--- src/rtl/alu_share_arbiter_if.sv ---
// Bundle of requester, ALU-pin and response signals around the shared ALU arbiter.
// The slave modport is the arbiter's view; master is the environment's view.
interface alu_share_arbiter_if #(
    parameter int WIDTH = 32,
    parameter int OPW   = 4
);
    logic             Req0_Valid;
    logic             Req0_Ready;
    logic [OPW-1:0]   Req0_Op;
    logic [WIDTH-1:0] Req0_A;
    logic [WIDTH-1:0] Req0_B;

    logic             Req1_Valid;
    logic             Req1_Ready;
    logic [OPW-1:0]   Req1_Op;
    logic [WIDTH-1:0] Req1_A;
    logic [WIDTH-1:0] Req1_B;

    logic [OPW-1:0]   ALU_Op;
    logic [WIDTH-1:0] ALU_A;
    logic [WIDTH-1:0] ALU_B;
    logic [WIDTH-1:0] ALU_Result;

    logic             Resp_Valid;
    logic             Resp_Id;
    logic [WIDTH-1:0] Resp_Result;
    logic             Resp_Ready;

    modport slave (
        input  Req0_Valid, Req0_Op, Req0_A, Req0_B,
        input  Req1_Valid, Req1_Op, Req1_A, Req1_B,
        input  ALU_Result, Resp_Ready,
        output Req0_Ready, Req1_Ready,
        output ALU_Op, ALU_A, ALU_B,
        output Resp_Valid, Resp_Id, Resp_Result
    );

    modport master (
        output Req0_Valid, Req0_Op, Req0_A, Req0_B,
        output Req1_Valid, Req1_Op, Req1_A, Req1_B,
        output ALU_Result, Resp_Ready,
        input  Req0_Ready, Req1_Ready,
        input  ALU_Op, ALU_A, ALU_B,
        input  Resp_Valid, Resp_Id, Resp_Result
    );
endinterface

--- src/rtl/alu_share_arbiter.sv ---
// Round-robin arbiter sharing one combinational ALU between two requesters.
// One operation in flight at a time: accept -> drive ALU -> hold response until taken.
module alu_share_arbiter #(
    parameter int WIDTH = 32,
    parameter int OPW   = 4
) (
    input  logic                 Clk,
    input  logic                 Reset,
    alu_share_arbiter_if.slave   bus
);
    typedef enum logic [1:0] {
        IDLE = 2'd0,
        EXEC = 2'd1,
        DONE = 2'd2
    } state_t;

    state_t           state_q;
    state_t           state_d;
    logic             prio_q;
    logic [OPW-1:0]   op_q;
    logic [WIDTH-1:0] a_q;
    logic [WIDTH-1:0] b_q;
    logic [WIDTH-1:0] result_q;
    logic             resp_valid_q;
    logic             resp_id_q;

    logic [1:0]       req_valid;
    logic [1:0]       ready;
    logic             grant_id;
    logic             accept;
    logic [OPW-1:0]   sel_op;
    logic [WIDTH-1:0] sel_a;
    logic [WIDTH-1:0] sel_b;

    assign req_valid = {bus.Req1_Valid, bus.Req0_Valid};

    // Contention goes to the priority pointer; otherwise the lone valid port wins.
    assign grant_id = (req_valid == 2'b11) ? prio_q : req_valid[1];

    genvar gi;
    generate
        for (gi = 0; gi < 2; gi++) begin : g_ready
            assign ready[gi] = (state_q == IDLE) && !Reset && req_valid[gi]
                               && (grant_id == 1'(gi));
        end
    endgenerate

    assign accept = |ready;
    assign sel_op = grant_id ? bus.Req1_Op : bus.Req0_Op;
    assign sel_a  = grant_id ? bus.Req1_A  : bus.Req0_A;
    assign sel_b  = grant_id ? bus.Req1_B  : bus.Req0_B;

    always_comb begin
        state_d = state_q;
        case (state_q)
            IDLE:    if (accept) state_d = EXEC;
            EXEC:    state_d = DONE;
            DONE:    if (bus.Resp_Ready) state_d = IDLE;
            default: state_d = IDLE;
        endcase
    end

    always_ff @(posedge Clk or posedge Reset) begin
        if (Reset) begin
            state_q      <= IDLE;
            prio_q       <= 1'b0;
            op_q         <= '0;
            a_q          <= '0;
            b_q          <= '0;
            result_q     <= '0;
            resp_valid_q <= 1'b0;
            resp_id_q    <= 1'b0;
        end else begin
            state_q <= state_d;
            case (state_q)
                IDLE: begin
                    if (accept) begin
                        op_q      <= sel_op;
                        a_q       <= sel_a;
                        b_q       <= sel_b;
                        resp_id_q <= grant_id;
                    end
                end
                EXEC: begin
                    result_q     <= bus.ALU_Result;
                    resp_valid_q <= 1'b1;
                end
                DONE: begin
                    // The port just served drops to lowest priority.
                    if (bus.Resp_Ready) begin
                        resp_valid_q <= 1'b0;
                        prio_q       <= ~resp_id_q;
                    end
                end
                default: ;
            endcase
        end
    end

    assign bus.Req0_Ready  = ready[0];
    assign bus.Req1_Ready  = ready[1];
    assign bus.ALU_Op      = op_q;
    assign bus.ALU_A       = a_q;
    assign bus.ALU_B       = b_q;
    assign bus.Resp_Valid  = resp_valid_q;
    assign bus.Resp_Id     = resp_id_q;
    assign bus.Resp_Result = result_q;
endmodule
--- src/flat_wrapper.sv ---
// flat-port wrapper written by rule: the top's interface ports become plain ports
module alu_share_arbiter_flat 
#(
    parameter int WIDTH = 32,
    parameter int OPW   = 4
)
  (Clk, Reset, bus_Req0_Valid, bus_Req0_Op, bus_Req0_A, bus_Req0_B, bus_Req1_Valid, bus_Req1_Op, bus_Req1_A, bus_Req1_B, bus_ALU_Result, bus_Resp_Ready, bus_Req0_Ready, bus_Req1_Ready, bus_ALU_Op, bus_ALU_A, bus_ALU_B, bus_Resp_Valid, bus_Resp_Id, bus_Resp_Result);
  alu_share_arbiter_if #(.WIDTH(WIDTH), .OPW(OPW)) bus_i ();
  input  logic Clk;
  input  logic Reset;
  input wire logic [$bits(bus_i.Req0_Valid)-1:0] bus_Req0_Valid;
  input wire logic [$bits(bus_i.Req0_Op)-1:0] bus_Req0_Op;
  input wire logic [$bits(bus_i.Req0_A)-1:0] bus_Req0_A;
  input wire logic [$bits(bus_i.Req0_B)-1:0] bus_Req0_B;
  input wire logic [$bits(bus_i.Req1_Valid)-1:0] bus_Req1_Valid;
  input wire logic [$bits(bus_i.Req1_Op)-1:0] bus_Req1_Op;
  input wire logic [$bits(bus_i.Req1_A)-1:0] bus_Req1_A;
  input wire logic [$bits(bus_i.Req1_B)-1:0] bus_Req1_B;
  input wire logic [$bits(bus_i.ALU_Result)-1:0] bus_ALU_Result;
  input wire logic [$bits(bus_i.Resp_Ready)-1:0] bus_Resp_Ready;
  output wire logic [$bits(bus_i.Req0_Ready)-1:0] bus_Req0_Ready;
  output wire logic [$bits(bus_i.Req1_Ready)-1:0] bus_Req1_Ready;
  output wire logic [$bits(bus_i.ALU_Op)-1:0] bus_ALU_Op;
  output wire logic [$bits(bus_i.ALU_A)-1:0] bus_ALU_A;
  output wire logic [$bits(bus_i.ALU_B)-1:0] bus_ALU_B;
  output wire logic [$bits(bus_i.Resp_Valid)-1:0] bus_Resp_Valid;
  output wire logic [$bits(bus_i.Resp_Id)-1:0] bus_Resp_Id;
  output wire logic [$bits(bus_i.Resp_Result)-1:0] bus_Resp_Result;
  assign bus_i.Req0_Valid = bus_Req0_Valid;
  assign bus_i.Req0_Op = bus_Req0_Op;
  assign bus_i.Req0_A = bus_Req0_A;
  assign bus_i.Req0_B = bus_Req0_B;
  assign bus_i.Req1_Valid = bus_Req1_Valid;
  assign bus_i.Req1_Op = bus_Req1_Op;
  assign bus_i.Req1_A = bus_Req1_A;
  assign bus_i.Req1_B = bus_Req1_B;
  assign bus_i.ALU_Result = bus_ALU_Result;
  assign bus_i.Resp_Ready = bus_Resp_Ready;
  assign bus_Req0_Ready = bus_i.Req0_Ready;
  assign bus_Req1_Ready = bus_i.Req1_Ready;
  assign bus_ALU_Op = bus_i.ALU_Op;
  assign bus_ALU_A = bus_i.ALU_A;
  assign bus_ALU_B = bus_i.ALU_B;
  assign bus_Resp_Valid = bus_i.Resp_Valid;
  assign bus_Resp_Id = bus_i.Resp_Id;
  assign bus_Resp_Result = bus_i.Resp_Result;
  alu_share_arbiter #(.WIDTH(WIDTH), .OPW(OPW)) u_core (.Clk(Clk), .Reset(Reset), .bus(bus_i));
endmodule
--- config.mk ---
export PLATFORM = sky130hd
export DESIGN_NAME = alu_share_arbiter_flat
export DESIGN_NICKNAME = d
export VERILOG_FILES = /design/src/rtl/alu_share_arbiter_if.sv /design/src/rtl/alu_share_arbiter.sv /design/src/flat_wrapper.sv
export SDC_FILE = /design/constraint.sdc
export NUM_CORES = 1
export LEC_CHECK = 0
export ABC_CLOCK_PERIOD_IN_PS = 8400
export CORE_MARGIN = 2
export CORE_UTILIZATION = 40
export CTS_CLUSTER_DIAMETER = 100
export DETAILED_ROUTE_END_ITERATION = 10
export GPL_TIMING_DRIVEN = 0
export PLACE_DENSITY = 0.89
export SYNTH_ARGS = -nofsm -noshare
export SYNTH_HDL_FRONTEND = slang
export SYNTH_SLANG_ARGS = --single-unit
--- constraint.sdc ---
create_clock -name Clk -period 8.4 [get_ports Clk]
set_clock_uncertainty 0.05 [all_clocks]
set_input_delay 1.26 -clock Clk [delete_from_list [all_inputs] [get_ports Clk]]
set_output_delay 1.26 -clock Clk [all_outputs]
set_load 0.01 [all_outputs]
Word level (Yosys, flattened, before mapping)
Index checks and enable logic that the tools add are counted.

Equal/unequal tests: 5. Mux-type cells: 9. Reduce and logical (&&, ||, !) cells: 13. Bitwise gates (word level): 2.

Operator list (number): 2-to-1 mux 32 bit (2); AND reduction 2 bit (4); one-hot mux 2 bit (3 select lines) (1); logical AND 1 bit (5); == test 2 bit (second input constant) (2); 2-to-1 mux 2 bit (2); 2-to-1 mux 4 bit (1); == test 2 x 1 -> 1 bit (second input constant) (1); zero test 2 bit (1); 2-to-1 mux 1 bit (2); inequality test 2 x 1 -> 1 bit (second input constant) (1); inequality test 2 bit (second input constant) (1); NOT 1 bit (2); one-hot mux 1 bit (2 select lines) (1); nonzero test 2 bit (1); OR reduction 2 bit (1); zero test 1 bit (1).

Bits of input ports: 173. Register bits after elaboration: 105.

Longest topological paths before layout
Word-level depth: 7. Depth in mapped cells: 7. Depth with buffers taken out: 3.

Worst setup path after synthesis
No wires, ideal clock.

Path kind: in2out. Start point: input port bus_Req0_Valid. End point: output port bus_Req0_Ready. Cell stages on the path: 5. Arrival: 2257 ps. Slack: 4833 ps. Cell sequence: a21bo_1 -> clkbuf_1 -> buf_2 -> buf_2 -> nor4_1.

Longest elaborated chain between the ends: 4. Elaborated cells on any way between the ends: 5. Classes of those cells: 1 x eq/ne; 1 x mux; 1 x bitwise; 2 x reduce/logical.

Ends and longest elaborated chain: start, declared (RTL line flat_wrapper.sv:11) `input wire logic [$bits(bus_i.Req0_Valid)-1:0] bus_Req0_Valid;`; == test 2 bit (RTL line alu_share_arbiter.sv:38) `assign grant_id = (req_valid == 2'b11) ? prio_q : req_valid[1];`; 2-to-1 mux 1 bit (RTL line alu_share_arbiter.sv:38); NOT 1 bit (RTL line alu_share_arbiter.sv:44) `&& (grant_id == 1'(gi));`; logical AND 1 bit (*) (RTL line alu_share_arbiter.sv:44); end, declared (RTL line flat_wrapper.sv:21) `output wire logic [$bits(bus_i.Req0_Ready)-1:0] bus_Req0_Ready;`.

Every way passes the cells marked *; elsewhere a longest branch is shown, timed or not.

Final worst setup path
Ends and elaborated chain as after synthesis.

==> impl_metrics.py <==
metrics = {
    "grt": {
        "overflow": 0,
        "grt_pass1_wl_um": 25600,
        "antenna_found_initial": 0,
        "grt_pass1_vias": 4811,
        "grt_max_degree": 58,
        "grt_usage": 0.265,
    },
    "worst_hold_path": {
        "hp-start": "u_core.bus.Resp_Result[24]",
        "holdPathStages": 1,
        "min_to": "u_core.bus.Resp_Result[24]",
        "hp-class": "reg -> reg",
    },
    "cts": {
        "htreeDepth": 3,
        "clock-sinks": 105,
        "clk_path_buf_depth": 2,
        "post_cts_resized": 0,
        "cts_root_buf": "clkbuf_16",
        "cts.clk_slew.worst_paths_ns": 0.06,
        "holdBufCountCts": 0,
        "cts_buffers": 9,
        "cts_tree": "built",
        "clock_latency_ns": 0.33,
        "post_cts_buffers": 0,
    },
    "floorplan": {
        "ios": 277,
        "fp.dieH_um": 111,
        "die-area_um2": 12300,
        "start_util": 0.406,
        "die_x_um": 111,
        "rows": 39,
        "coreArea_um2": 11300,
    },
    "worst_setup_path": {
        "r2r-end": "u_core.bus.ALU_A[13]",
        "worstPathMaxFanout": 10,
        "r2r_slack_ns": 6.47,
        "critical-path-max-stage-delay_ns": 0.62,
        "end_kind": "output port",
        "worst_path_max_delay_cell": "clkdlybuf4s50_1",
        "worst_ep_required_time_ns": 7.09,
        "r2r-start": "u_core.prio_q",
        "start_kind": "input pin",
        "cp.buffers_inverters": 5,
        "path_cells": "clkdlybuf4s50_1 > a21bo_1 > clkbuf_1 > buf_2 > buf_2 > nor4_1 > clkdlybuf4s50_1",
        "reg2reg_depth": 6,
        "cpLargestDelayFamily": "buffers and inverters",
        "crit_type": "in -> out",
        "arrival_ns": 3.53,
    },
    "timing": {
        "hold_viol": 0,
        "fin_crit_sh": 0.576,
        "max_freq_mhz": 207,
        "rsz0062_at_grt": "no",
        "relSlewSlack": 0.551,
        "setup_tns_ns": 0,
        "drv_slew": 0,
        "worst_pin_slew_ns": 0.673,
        "layout_min_cycle_time_ns": 4.84,
        "setup_viol": 0,
    },
    "yosys": {
        "synth_cell_types": 24,
        "ys_warn_count": 0,
        "synth_area_per_cell_um2": 13.5,
        "ys_ff_latch": 105,
        "netlist_instances": 338,
        "synthesis.area_um2": 4580,
        "syn_nets": 511,
        "ys_seq_area_frac": 0.574,
    },
    "cells_and_area": {
        "drive_above_1_share": 0.0698,
        "area_growth_pct": 72.2,
        "final_cell_area_um2": 7880,
        "n_antenna_cell": 0,
        "nFillCells": 817,
        "final_nets": 799,
    },
    "routing": {
        "vias_per_cell": 5.64,
        "drc_errors": 0,
        "dr.pass1.iters": 4,
        "routed_wl_um": 16000,
        "ant_nets": 0,
        "wl_per_cell_um": 20.8,
        "drt_iter0_drc": 180,
        "via_count": 4359,
    },
    "job": {
        "cap_violations": 0,
    },
    "status": {
        "outcome": "finished, final reports clean",
    },
    "power": {
        "power_density_nw_per_um2": 318,
        "vdd_ir_drop_max_uv": 210,
        "p_leak_nw": 3.03,
    },
    "place": {
        "io_buffers": 276,
        "placed_cell_area_um2": 7550,
        "place.gp.congestion": 0.897,
        "dp_hpwl_um": 12300,
    },
}
==> stage by stage <==
step / cells / util / setup slack [ns] / hold WS, ns / total power [W]
2_1_floorplan: 338 / - / 4.33 / 0.441 / 0.00136
3_3_place_gp: 757 / 0.667 / 2.80 / 0.416 / 0.00201
3_5_place_dp: 758 / 0.670 / 3.59 / 0.426 / 0.00205
4_1_cts: 773 / 0.699 / 3.55 / 0.439 / 0.00252
5_1_grt: 773 / 0.699 / 3.47 / 0.459 / 0.00263
6_report: 773 / 0.699 / 3.56 / 0.436 / 0.00250
==> cell usage after synthesis <==
| cell type | instances | area, um^2 |
|---|---|---|
| nand3b_1 | 1 | 7.51 |
| nand2_1 | 2 | 7.51 |
| nor2b_1 | 2 | 12.5 |
| inv_2 | 1 | 3.75 |
| clkbuf_1 | 27 | 101 |
| inv_1 | 2 | 7.51 |
| buf_6 | 2 | 22.5 |
| or4b_1 | 1 | 10.0 |
| or2_1 | 1 | 6.26 |
| nor3b_1 | 2 | 15.0 |
| nor2_1 | 1 | 3.75 |
| mux2_1 | 32 | 360 |
| nor3_4 | 1 | 16.3 |
| a2bb2oi_2 | 10 | 150 |
| a2bb2oi_1 | 58 | 508 |
| nor4_1 | 1 | 6.26 |
| o22ai_1 | 1 | 6.26 |
| dfrtp_1 | 105 | 2630 |
| o32ai_1 | 68 | 596 |
| buf_2 | 14 | 70.1 |
| o21a_1 | 1 | 7.51 |
| o21ai_0 | 1 | 5.00 |
| a21bo_1 | 1 | 10.0 |
| a21oi_1 | 3 | 15.0 |
==> flip-flops by register name, summed over array words and instances, names as in the netlist <==
signal / cells
u_core.bus.ALU_A: 32
u_core.bus.ALU_B: 32
u_core.bus.Resp_Result: 32
u_core.bus.ALU_Op: 4
u_core.state_q: 2
u_core.bus.Resp_Id: 1
u_core.bus.Resp_Valid: 1
u_core.prio_q: 1
==> final cells by class <==
type | instances | area [um^2] | area share
plain buffers | 43 | 194 | 0.0246
flip-flops and latches | 105 | 2630 | 0.334
clock inverters | 2 | 60.1 | 0.00762
multi-input cells | 187 | 1740 | 0.221
well taps | 143 | 179 | 0.0227
inverters | 3 | 13.8 | 0.00175
clock buffers | 13 | 270 | 0.0343
repair buffers | 277 | 2790 | 0.354
==> worst max path at each step <==
stage | slack (ns) | from | cells past startpoint | end
global route | 3.47 | bus_Req0_Valid | 7 | bus_Req0_Ready
floorplan | 4.33 | Reset | 1 | u_core.bus.ALU_A[0]
detailed placement | 3.59 | bus_Req0_Valid | 7 | bus_Req0_Ready
global placement | 2.80 | Reset | 2 | u_core.bus.ALU_B[4]
CTS | 3.55 | bus_Req0_Valid | 7 | bus_Req0_Ready
finish | 3.56 | bus_Req0_Valid | 7 | bus_Req0_Ready
==> report_power, final <==
part / switching (W) / internal, W / leakage, nW
registers: 0.000139 / 0.000740 / 1.17
clock network: 0.000175 / 0.000284 / 0.162
logic: 0.000469 / 0.000696 / 1.70
==> kinds of logic after synthesis <==
kind of cell    synth area share
compound gates             0.284
flops                      0.574
buf+inv                   0.0448
mux                       0.0788
simple gates              0.0186
==> cells in the final DEF (no fill, tap or decap) <==
cell type,n
clkdlybuf4s50_1,276
o32ai_1,68
clkbuf_16,9
buf_6,2
buf_2,14
nor3_4,1
inv_2,1
bufinv_16,2
o21ai_0,1
o22ai_1,1
a2bb2oi_1,58
nor3b_1,2
a21bo_1,1
mux2_1,32
or4b_1,1
nand3b_1,1
buf_16,1
nor4_1,1
dfrtp_1,105
a2bb2oi_2,10
clkbuf_8,3
nand2_1,2
clkbuf_1,28
nor2b_1,2
or2_1,1
a21oi_1,3
nor2_1,1
inv_4,1
o21a_1,1
inv_1,1
==> per-layer routing <==
layer,GRT usage,wire length (um),vias to the layer above
met1,0.302,6190,2132
met3,0.0771,1280,46
met4,0.148,744,0
met5,0,0,-
met2,0.447,7830,227
li1,-,-,1954
Power figures use the tool's default switching activity.
